==> src/rtl/peripheral_controller.sv <==
// peripheral_controller: memory-mapped LED, photoresistor and timer block.
// Optional LED PWM dimming is built when PERIPH_PWM_EN is defined.
module peripheral_controller #(
    parameter logic [31:0] BASE_ADDR       = 32'h0000_1000,
    parameter int unsigned DEBOUNCE_CYCLES = 16
) (
    input  logic        clock,
    input  logic        reset,
    input  logic [31:0] address,
    input  logic [31:0] write_data,
    input  logic        mem_write,
    input  logic        mem_read,
    output logic [31:0] read_data,
    output logic        hit,
    input  logic [1:0]  photores,
    output logic [4:0]  led,
    output logic        timer_irq
);

    localparam int CW = $clog2(DEBOUNCE_CYCLES + 1);
    localparam logic [CW-1:0] CNT_LAST = CW'(DEBOUNCE_CYCLES - 1);

    localparam logic [2:0] OFF_LED    = 3'd0;
    localparam logic [2:0] OFF_PHOTO  = 3'd1;
    localparam logic [2:0] OFF_TIMER  = 3'd2;
    localparam logic [2:0] OFF_CMP    = 3'd3;
    localparam logic [2:0] OFF_STATUS = 3'd4;
    localparam logic [2:0] OFF_DUTY   = 3'd5;

    logic        sel;
    logic [2:0]  off;
    logic        wr;
    logic        rd;
    logic        wr_led;
    logic        wr_photo;
    logic        wr_timer;
    logic        wr_cmp;
    logic        wr_status;
    logic        unused_addr;

    logic [4:0]  led_q;
    logic [4:0]  led_d;
    logic [31:0] timer_q;
    logic [31:0] timer_d;
    logic [31:0] cmp_q;
    logic [31:0] cmp_d;
    logic        match_q;
    logic        match_d;
    logic [1:0]  sync1_q;
    logic [1:0]  sync2_q;
    logic [1:0]  level_q;
    logic [1:0]  level_d;
    logic [1:0]  edge_q;
    logic [1:0]  edge_d;
    logic [31:0] read_data_q;
    logic [31:0] read_data_d;
    logic        hit_q;
    logic        hit_d;

    logic [31:0] rd_val;
    logic [31:0] duty_rd;
    logic        pwm_on;

    assign sel = (address[31:5] == BASE_ADDR[31:5]);
    assign off = address[4:2];
    assign wr  = mem_write && sel;
    assign rd  = mem_read && sel;

    assign wr_led    = wr && (off == OFF_LED);
    assign wr_photo  = wr && (off == OFF_PHOTO);
    assign wr_timer  = wr && (off == OFF_TIMER);
    assign wr_cmp    = wr && (off == OFF_CMP);
    assign wr_status = wr && (off == OFF_STATUS);

    // Byte lane bits are not decoded: only word accesses exist.
    assign unused_addr = ^address[1:0];

    // Per-bit debounce: accept a new level only after a stable run.
    for (genvar i = 0; i < 2; i++) begin : g_deb
        logic [CW-1:0] cnt_q;
        logic [CW-1:0] cnt_d;
        logic          lvl_d;

        // Count cycles the synchronized input disagrees with the level.
        always_comb begin
            cnt_d = '0;
            lvl_d = level_q[i];
            if (sync2_q[i] != level_q[i]) begin
                if (cnt_q == CNT_LAST) begin
                    lvl_d = sync2_q[i];
                end else begin
                    cnt_d = cnt_q + 1'b1;
                end
            end
        end

        // Debounce counter register.
        always_ff @(posedge clock) begin
            if (reset) begin
                cnt_q <= '0;
            end else begin
                cnt_q <= cnt_d;
            end
        end

        assign level_d[i] = lvl_d;
    end

`ifdef PERIPH_PWM_EN
    logic       wr_duty;
    logic [7:0] duty_q;
    logic [7:0] duty_d;
    logic [7:0] pwm_q;

    assign wr_duty = wr && (off == OFF_DUTY);
    assign duty_d  = wr_duty ? write_data[7:0] : duty_q;
    assign pwm_on  = (pwm_q < duty_q);
    assign duty_rd = {24'd0, duty_q};

    // Free-running PWM phase counter and duty register.
    always_ff @(posedge clock) begin
        if (reset) begin
            pwm_q  <= 8'd0;
            duty_q <= 8'd0;
        end else begin
            pwm_q  <= pwm_q + 8'd1;
            duty_q <= duty_d;
        end
    end
`else
    assign pwm_on  = 1'b1;
    assign duty_rd = 32'd0;
`endif

    // Read mux sees pre-update values so a load+store returns old data.
    always_comb begin
        rd_val = 32'd0;
        case (off)
            OFF_LED:    rd_val = {27'd0, led_q};
            OFF_PHOTO:  rd_val = {28'd0, edge_q, level_q};
            OFF_TIMER:  rd_val = timer_q;
            OFF_CMP:    rd_val = cmp_q;
            OFF_STATUS: rd_val = {31'd0, match_q};
            OFF_DUTY:   rd_val = duty_rd;
            default:    rd_val = 32'd0;
        endcase
    end

    // Next-state for CPU-visible registers, flags and read return.
    always_comb begin
        led_d = wr_led ? write_data[4:0] : led_q;
        cmp_d = wr_cmp ? write_data : cmp_q;

        timer_d = wr_timer ? write_data : timer_q + 32'd1;

        match_d = match_q & ~(wr_status & write_data[0]);
        if (timer_d == cmp_q) begin
            match_d = 1'b1;
        end

        edge_d = edge_q & ~(wr_photo ? write_data[3:2] : 2'b00);
        edge_d = edge_d | (level_d & ~level_q);

        read_data_d = rd ? rd_val : 32'd0;
        hit_d       = rd;
    end

    // State registers with synchronous reset.
    always_ff @(posedge clock) begin
        if (reset) begin
            led_q       <= 5'd0;
            timer_q     <= 32'd0;
            cmp_q       <= 32'd0;
            match_q     <= 1'b0;
            sync1_q     <= 2'b00;
            sync2_q     <= 2'b00;
            level_q     <= 2'b00;
            edge_q      <= 2'b00;
            read_data_q <= 32'd0;
            hit_q       <= 1'b0;
        end else begin
            led_q       <= led_d;
            timer_q     <= timer_d;
            cmp_q       <= cmp_d;
            match_q     <= match_d;
            sync1_q     <= photores;
            sync2_q     <= sync1_q;
            level_q     <= level_d;
            edge_q      <= edge_d;
            read_data_q <= read_data_d;
            hit_q       <= hit_d;
        end
    end

    assign read_data = read_data_q;
    assign hit       = hit_q;
    assign timer_irq = match_q;
    assign led       = ~(led_q & {5{pwm_on}});

endmodule

==> config.mk <==
export PLATFORM = sky130hd
export DESIGN_NAME = peripheral_controller
export DESIGN_NICKNAME = d
export VERILOG_FILES = /design/src/rtl/peripheral_controller.sv
export SDC_FILE = /design/constraint.sdc
export NUM_CORES = 1
export LEC_CHECK = 0
export BUFFER_PORTS_ARGS = -buffer_cell sky130_fd_sc_hd__buf_2
export CORE_MARGIN = 2
export CORE_UTILIZATION = 50
export DETAILED_ROUTE_END_ITERATION = 10
export GPL_TIMING_DRIVEN = 0
export PLACE_DENSITY_LB_ADDON = 0.15
export REMOVE_ABC_BUFFERS = 1
export SYNTH_ARGS = -nofsm -noshare
export SYNTH_HDL_FRONTEND = slang
export SYNTH_SLANG_ARGS = --single-unit
==> constraint.sdc <==
create_clock -name clock -period 3.45 [get_ports clock]
set_clock_uncertainty 0.15 [all_clocks]
set_input_delay 0.69 -clock clock [delete_from_list [all_inputs] [get_ports clock]]
set_output_delay 0.69 -clock clock [all_outputs]
set_load 0.005 [all_outputs]
After elaboration in Yosys (flattened, before gate mapping)
Cells that the tools add are included.
{"block": "op_classes", "n_addsub": 3, "n_eq_ne": 10, "muxes": 8, "bitwise_logic": 12, "n_reduce_logical": 11}
{"op": "32-bit one-hot mux with 5 select lines", "n": 1}
{"op": "32-bit by 1-bit adder with 32-bit output (second input constant)", "n": 1}
{"op": "32-bit equality test", "n": 1}
{"op": "32-bit 2-to-1 mux", "n": 1}
{"op": "27-bit by 8-bit equality test with 1-bit output (second input constant)", "n": 1}
{"op": "5-bit by 1-bit adder with 5-bit output (second input constant)", "n": 2}
{"op": "5-bit by 4-bit equality test with 1-bit output (second input constant)", "n": 2}
{"op": "1-bit logical AND", "n": 7}
{"op": "3-bit by 2-bit equality test with 1-bit output (second input constant)", "n": 2}
{"op": "3-bit OR reduction", "n": 2}
{"op": "1-bit 2-to-1 mux", "n": 5}
{"op": "5-bit inverter", "n": 1}
{"op": "2-bit bitwise AND", "n": 2}
{"op": "1-bit inverter", "n": 4}
{"op": "2-bit inverter", "n": 2}
{"op": "3-bit by 1-bit equality test with 1-bit output (second input constant)", "n": 1}
{"op": "3-bit equality test (second input constant)", "n": 1}
{"op": "3-bit zero test", "n": 1}
{"op": "1-bit bitwise AND", "n": 2}
{"op": "2-bit 2-to-1 mux", "n": 1}
{"op": "1-bit != test", "n": 2}
{"op": "2-bit bitwise OR", "n": 1}
{"op": "2-bit OR reduction", "n": 1}
{"block": "word_totals", "ff_bits": 121, "out_inout_bits": 39}

Longest topological paths before layout
{"block": "logic_depth", "word_depth": 7, "ltp_mapped": 11, "ltp_nobuf": 10}

Worst setup path before layout
Ideal clock, no wire load.
{"block": "synth_path", "path_kind": "input to register", "startpoint": "input port address[4]", "endpoint": "register match_q (netlist: timer_irq)", "setup_time_ns": 0.084, "t_arrival_ns": 2.777, "required_ns": 3.216, "setup_slack_ns": 0.438, "cell_stages": 10, "path_buffers": 1, "cell_sequence": "buf_6 > nor3b_2 > and4b_1 > nand4_4 > mux2_4 > xor2_1 > or3_1 > a2111oi_2 > nand4_1 > o31ai_2"}
{"block": "synth_between", "elab_chain_cells": 6, "word_cells_on_any_way": 10, "cone_classes": "3 x eq/ne; 2 x mux; 3 x bitwise; 2 x reduce/logical"}
{"item": "start, declared", "line": "9", "rtl": "input logic [31:0] address,"}
{"item": "parallel branches: the longest is 5 deep, another holds 32-bit 2-to-1 mux"}
{"item": "1-bit 2-to-1 mux (*)", "line": "157", "rtl": "if (timer_d == cmp_q) begin"}
{"item": "end signal, assigned", "line": "185", "rtl": "match_q <= match_d;"}
{"item": "end, declared", "line": "47", "rtl": "logic match_q;"}
Mark *: on every way between the ends.
A chain may end at the register's enable or synchronous reset.

Worst setup path after layout
{"block": "layout_path", "startpoint": "register timer_q[5]", "endpoint": "register match_q (netlist: timer_irq)"}
{"block": "layout_between", "elab_chain_cells": 4}
{"item": "start, declared", "line": "43", "rtl": "logic [31:0] timer_q;"}
{"item": "start signal, assigned", "line": "183", "rtl": "timer_q <= timer_d;"}
{"item": "32-bit by 1-bit adder with 32-bit output", "line": "154", "rtl": "timer_d = wr_timer ? write_data : timer_q + 32'd1;"}
{"item": "32-bit 2-to-1 mux", "line": "154"}
{"item": "32-bit equality test", "line": "157"}
{"item": "1-bit 2-to-1 mux", "line": "157"}
No other way between the ends.

==> reports/metrics.csv <==
stage,metric,value,unit
final_layout,area grow syn2layout,23.3,%
timing,minimum clock period,3.35,ns
grt,initial antenna violation count,0,
floorplan,Starting Density,51.4,%
floorplan,row cnt,39,
hold_path,Hold Crit Depth,1,
yosys,Ys Warns,0,
timing,Fmax,299,MHz
routing,Vias,5461,
yosys,synthesized cell area,0.00587,mm^2
floorplan,height of the die,112,um
worst_setup_path,RR Startpoint,timer_q[5]$_SDFF_PP0_,
floorplan,CORE AREA,0.0114,mm^2
yosys,async set or reset register ratio after synthesis,0,%
final_layout,# fillers,991,
routing,Routed Wire Length,16.7,mm
worst_setup_path,max incr delay on CP,0.61,ns
routing,DR iter-0 viols,491,
worst_setup_path,FF-to-FF setup slack,0.10,ns
yosys,synthesized area per cell,8.42,um^2
grt,first-pass GRT wire length,26.2,mm
clock_tree,Max clock buf depth,2,
yosys,Yosys reg bits,121,
yosys,Syn Inst Count,697,
power,Leakage,2.74,nW
grt,Overflow after GRT,0,
floorplan,full die area,0.0126,mm^2
clock_tree,CTS tree,done,
clock_tree,clk sink count,121,
yosys,sequential fraction of the synthesis area,41.3,%
worst_setup_path,CP cell instances,nand4_4 -> or4_4 -> nor4_2 -> xnor2_1 -> xnor2_1 -> o31ai_2 -> o21ai_1 -> or4_1 -> o31ai_2,
clock_tree,Inserted Clock Buffers,17,
yosys,number of synthesized flops with an enable pin,0,
yosys,post-synth cell types,55,
grt,largest net degree at the start of global routing,86,
timing,# setup viols final,0,
timing,RSZ-0062 raised after global routing,false,
timing,Final Hold Fails,0,
hold_path,Worst Hold Endpoint,sync2_q[0]$_SDFF_PP0_,
clock_tree,root buffer cell,clkbuf_16,
worst_setup_path,crit path capture type,register,
worst_setup_path,reg2reg end,timer_irq$_SDFF_PP0_,
worst_setup_path,CP max-delay cell,or4_4,
timing,worst setup margin,0.101,ns
place,Area after DPL,0.00646,mm^2
worst_setup_path,cell family with most CP delay,simple AND/OR/NAND/NOR gates,
final_layout,post-route cell area,0.00724,mm^2
timing,final worst path period share,97.1,%
place,PortBufs,106,
worst_setup_path,WP depth,9,
worst_setup_path,crit-path max FO,8,
place,placed wire-length estimate,10.7,mm
power,Max VDD drop,0.319,mV
timing,Hold WS,0.284,ns
hold_path,Hold Startpoint,sync1_q[0]$_SDFF_PP0_,
routing,vias per inst,5.72,
yosys,ys flop type,dfxtp_1,
status,status,completed,
floorplan,Die X,112,um
final_layout,n_diodes,0,
timing,Relative slew margins,6.74,%
routing,iteration count of the initial detailed-routing pass,6,
grt,Global Route Usage Sum,26.2,%
clock_tree,worst skew pair latency,0.41,ns
final_layout,share of cells above drive strength 1,22.4,%
hold_path,worst hold path class,register to register,
timing,Slew @ Worst Pin,1.40,ns
grt,vias in the first global route,5180,
clock_tree,"Reg clk slew, reported paths",0.06,ns
place,Setup WS pre-CTS,-1.16,ns
worst_setup_path,CP arrival,3.51,ns
floorplan,IO Count,109,
routing,drt drc,0,
worst_setup_path,Critical Path Source Type,register,
worst_setup_path,Critical Path RT,3.61,ns
final_layout,Finished Layout Cells,955,
worst_setup_path,Worst R2R Path Depth,9,
routing,routed wire length per instance,17.5,um
clock_tree,CTS H-tree depth,4,
worst_setup_path,Crit Path Class,register to register,
power,P per Cell Area,468,mW/mm^2
place,RD Place Congestion,0.933,
job,max-capacitance violation count,0,
routing,antenna-violating nets left,0,
timing,fin. max-slew vios,0,
worst_setup_path,Bufs and invs on worst path,0,
place,placed cell count,912,
final_layout,final layout net count,874,
clock_tree,Post-CTS Hold Buffers,0,
-- layer usage --
| metal | share of wire [%] | track usage (%) |
|---|---|---|
| met1 | 43 | 34.0 |
| met2 | 46 | 42.4 |
| met3 | 8.4 | 6.53 |
| met4 | 2.8 | 9.84 |
| met5 | 0 | 0 |
-- power breakdown --
group,switching (mW),total (mW),internal [mW],leakage (nW)
clock network,0.635,1.83,1.19,0.295
registers,0.00716,1.41,1.41,0.976
logic,0.0855,0.147,0.0616,1.47
-- sequential cells by signal (all words and copies together) (netlist names) --
register     cells
cmp_q           32
read_data       32
timer_q         32
g_deb.cnt_q     10
led_q            5
edge_q           2
level_q          2
sync1_q          2
sync2_q          2
hit              1
timer_irq        1
-- worst register-to-register path, cell delays in order, from the launching register on --
cell and delay, ns:
dfxtp_1 0.45, nand4_4 0.23, or4_4 0.61, nor4_2 0.29, xnor2_1 0.20, xnor2_1 0.14
o31ai_2 0.37, o21ai_1 0.10, or4_1 0.43, o31ai_2 0.29
-- what timing repair did --
action | CTS | global route
pin swaps | 3 | 3
resized for setup | 8 | 9
gates cloned | 1 | 0
setup buffers | 7 | 3
setup endpoints to repair | 33 | 1
-- final cells by class --
type / count / area [um^2] / share of cell area [%]
Inverter: 21 / 78.8 / 1.09
Clock buffer: 21 / 470 / 6.50
Timing Repair Buffer: 118 / 631 / 8.71
Tap cell: 143 / 179 / 2.47
Sequential cell: 121 / 2420 / 33.5
Clock inverter: 11 / 145 / 2.01
Multi-Input combinational cell: 520 / 3310 / 45.8
-- synthesized netlist by cell type, types with 3 or more instances --
| library cell | number | share of area, % |
|---|---|---|
| and3_1 | 6 | 0.64 |
| nor2_1 | 92 | 5.9 |
| a211oi_1 | 16 | 2.0 |
| a22oi_1 | 28 | 3.6 |
| mux2i_1 | 16 | 2.7 |
| nand2_1 | 96 | 6.1 |
| nor2b_1 | 13 | 1.4 |
| a21oi_1 | 37 | 3.2 |
| dfxtp_1 | 121 | 41 |
| a2111oi_0 | 3 | 0.45 |
| clkbuf_1 | 31 | 2.0 |
| o21ai_0 | 10 | 0.85 |
| ha_1 | 5 | 1.1 |
| o31ai_1 | 5 | 0.64 |
| mux4_2 | 3 | 1.2 |
| or3_1 | 4 | 0.43 |
| nand3b_1 | 4 | 0.51 |
| inv_1 | 21 | 1.3 |
| xnor2_1 | 57 | 8.5 |
| nor4_1 | 12 | 1.3 |
| nand3_1 | 20 | 1.7 |
| nand4_1 | 15 | 1.6 |
| nor3_1 | 17 | 1.4 |
| or4_1 | 5 | 0.64 |
| nor4b_1 | 3 | 0.45 |
| xor2_1 | 16 | 2.4 |
-- through the flow --
stage,setup TNS [ns],util (%),power [mW]
6_report,0,63.4,3.39
2_1_floorplan,-0.595,-,1.49
4_1_cts,0,62.8,3.39
5_1_grt,0,63.4,3.48
3_3_place_gp,-57.09,56.3,1.58
3_5_place_dp,-18.30,56.6,1.58
-- how the worst max path moves through the flow --
stage	startpoint	slack, ns	end
floorplan	address[2]	-0.59	timer_irq$_SDFF_PP0_
global placement	address[3]	-2.50	timer_irq$_SDFF_PP0_
detailed placement	address[3]	-1.16	timer_irq$_SDFF_PP0_
CTS	timer_q[0]$_SDFF_PP0_	0.02	timer_irq$_SDFF_PP0_
global route	timer_q[5]$_SDFF_PP0_	0.01	timer_irq$_SDFF_PP0_
finish	timer_q[5]$_SDFF_PP0_	0.10	timer_irq$_SDFF_PP0_
-- logic make-up (layout without fill, tap and decap cells) --
family / Yosys count / after routing / share of synthesized area [%]
simple gates: 304 / 305 / 25.3
flops: 121 / 121 / 41.3
compound gates: 115 / 115 / 13.0
xor+xnor: 73 / 73 / 10.9
buf+inv: 57 / 171 / 3.92
mux: 22 / 22 / 4.56
fa+ha+maj: 5 / 5 / 1.07
-- placed cells by master, fill, tap and decap left out, types with 16 or more instances in the layout --
cell and instances:
nor2_1 92, a211oi_1 16, inv_1 21, clkbuf_16 17, nand3_1 19, xnor2_1 57
a21oi_1 37, nand2_1 95, mux2i_1 16, buf_2 105, xor2_1 16, dfxtp_1 121
a22oi_1 28
No activity file was read; power rests on OpenSTA's default activity.
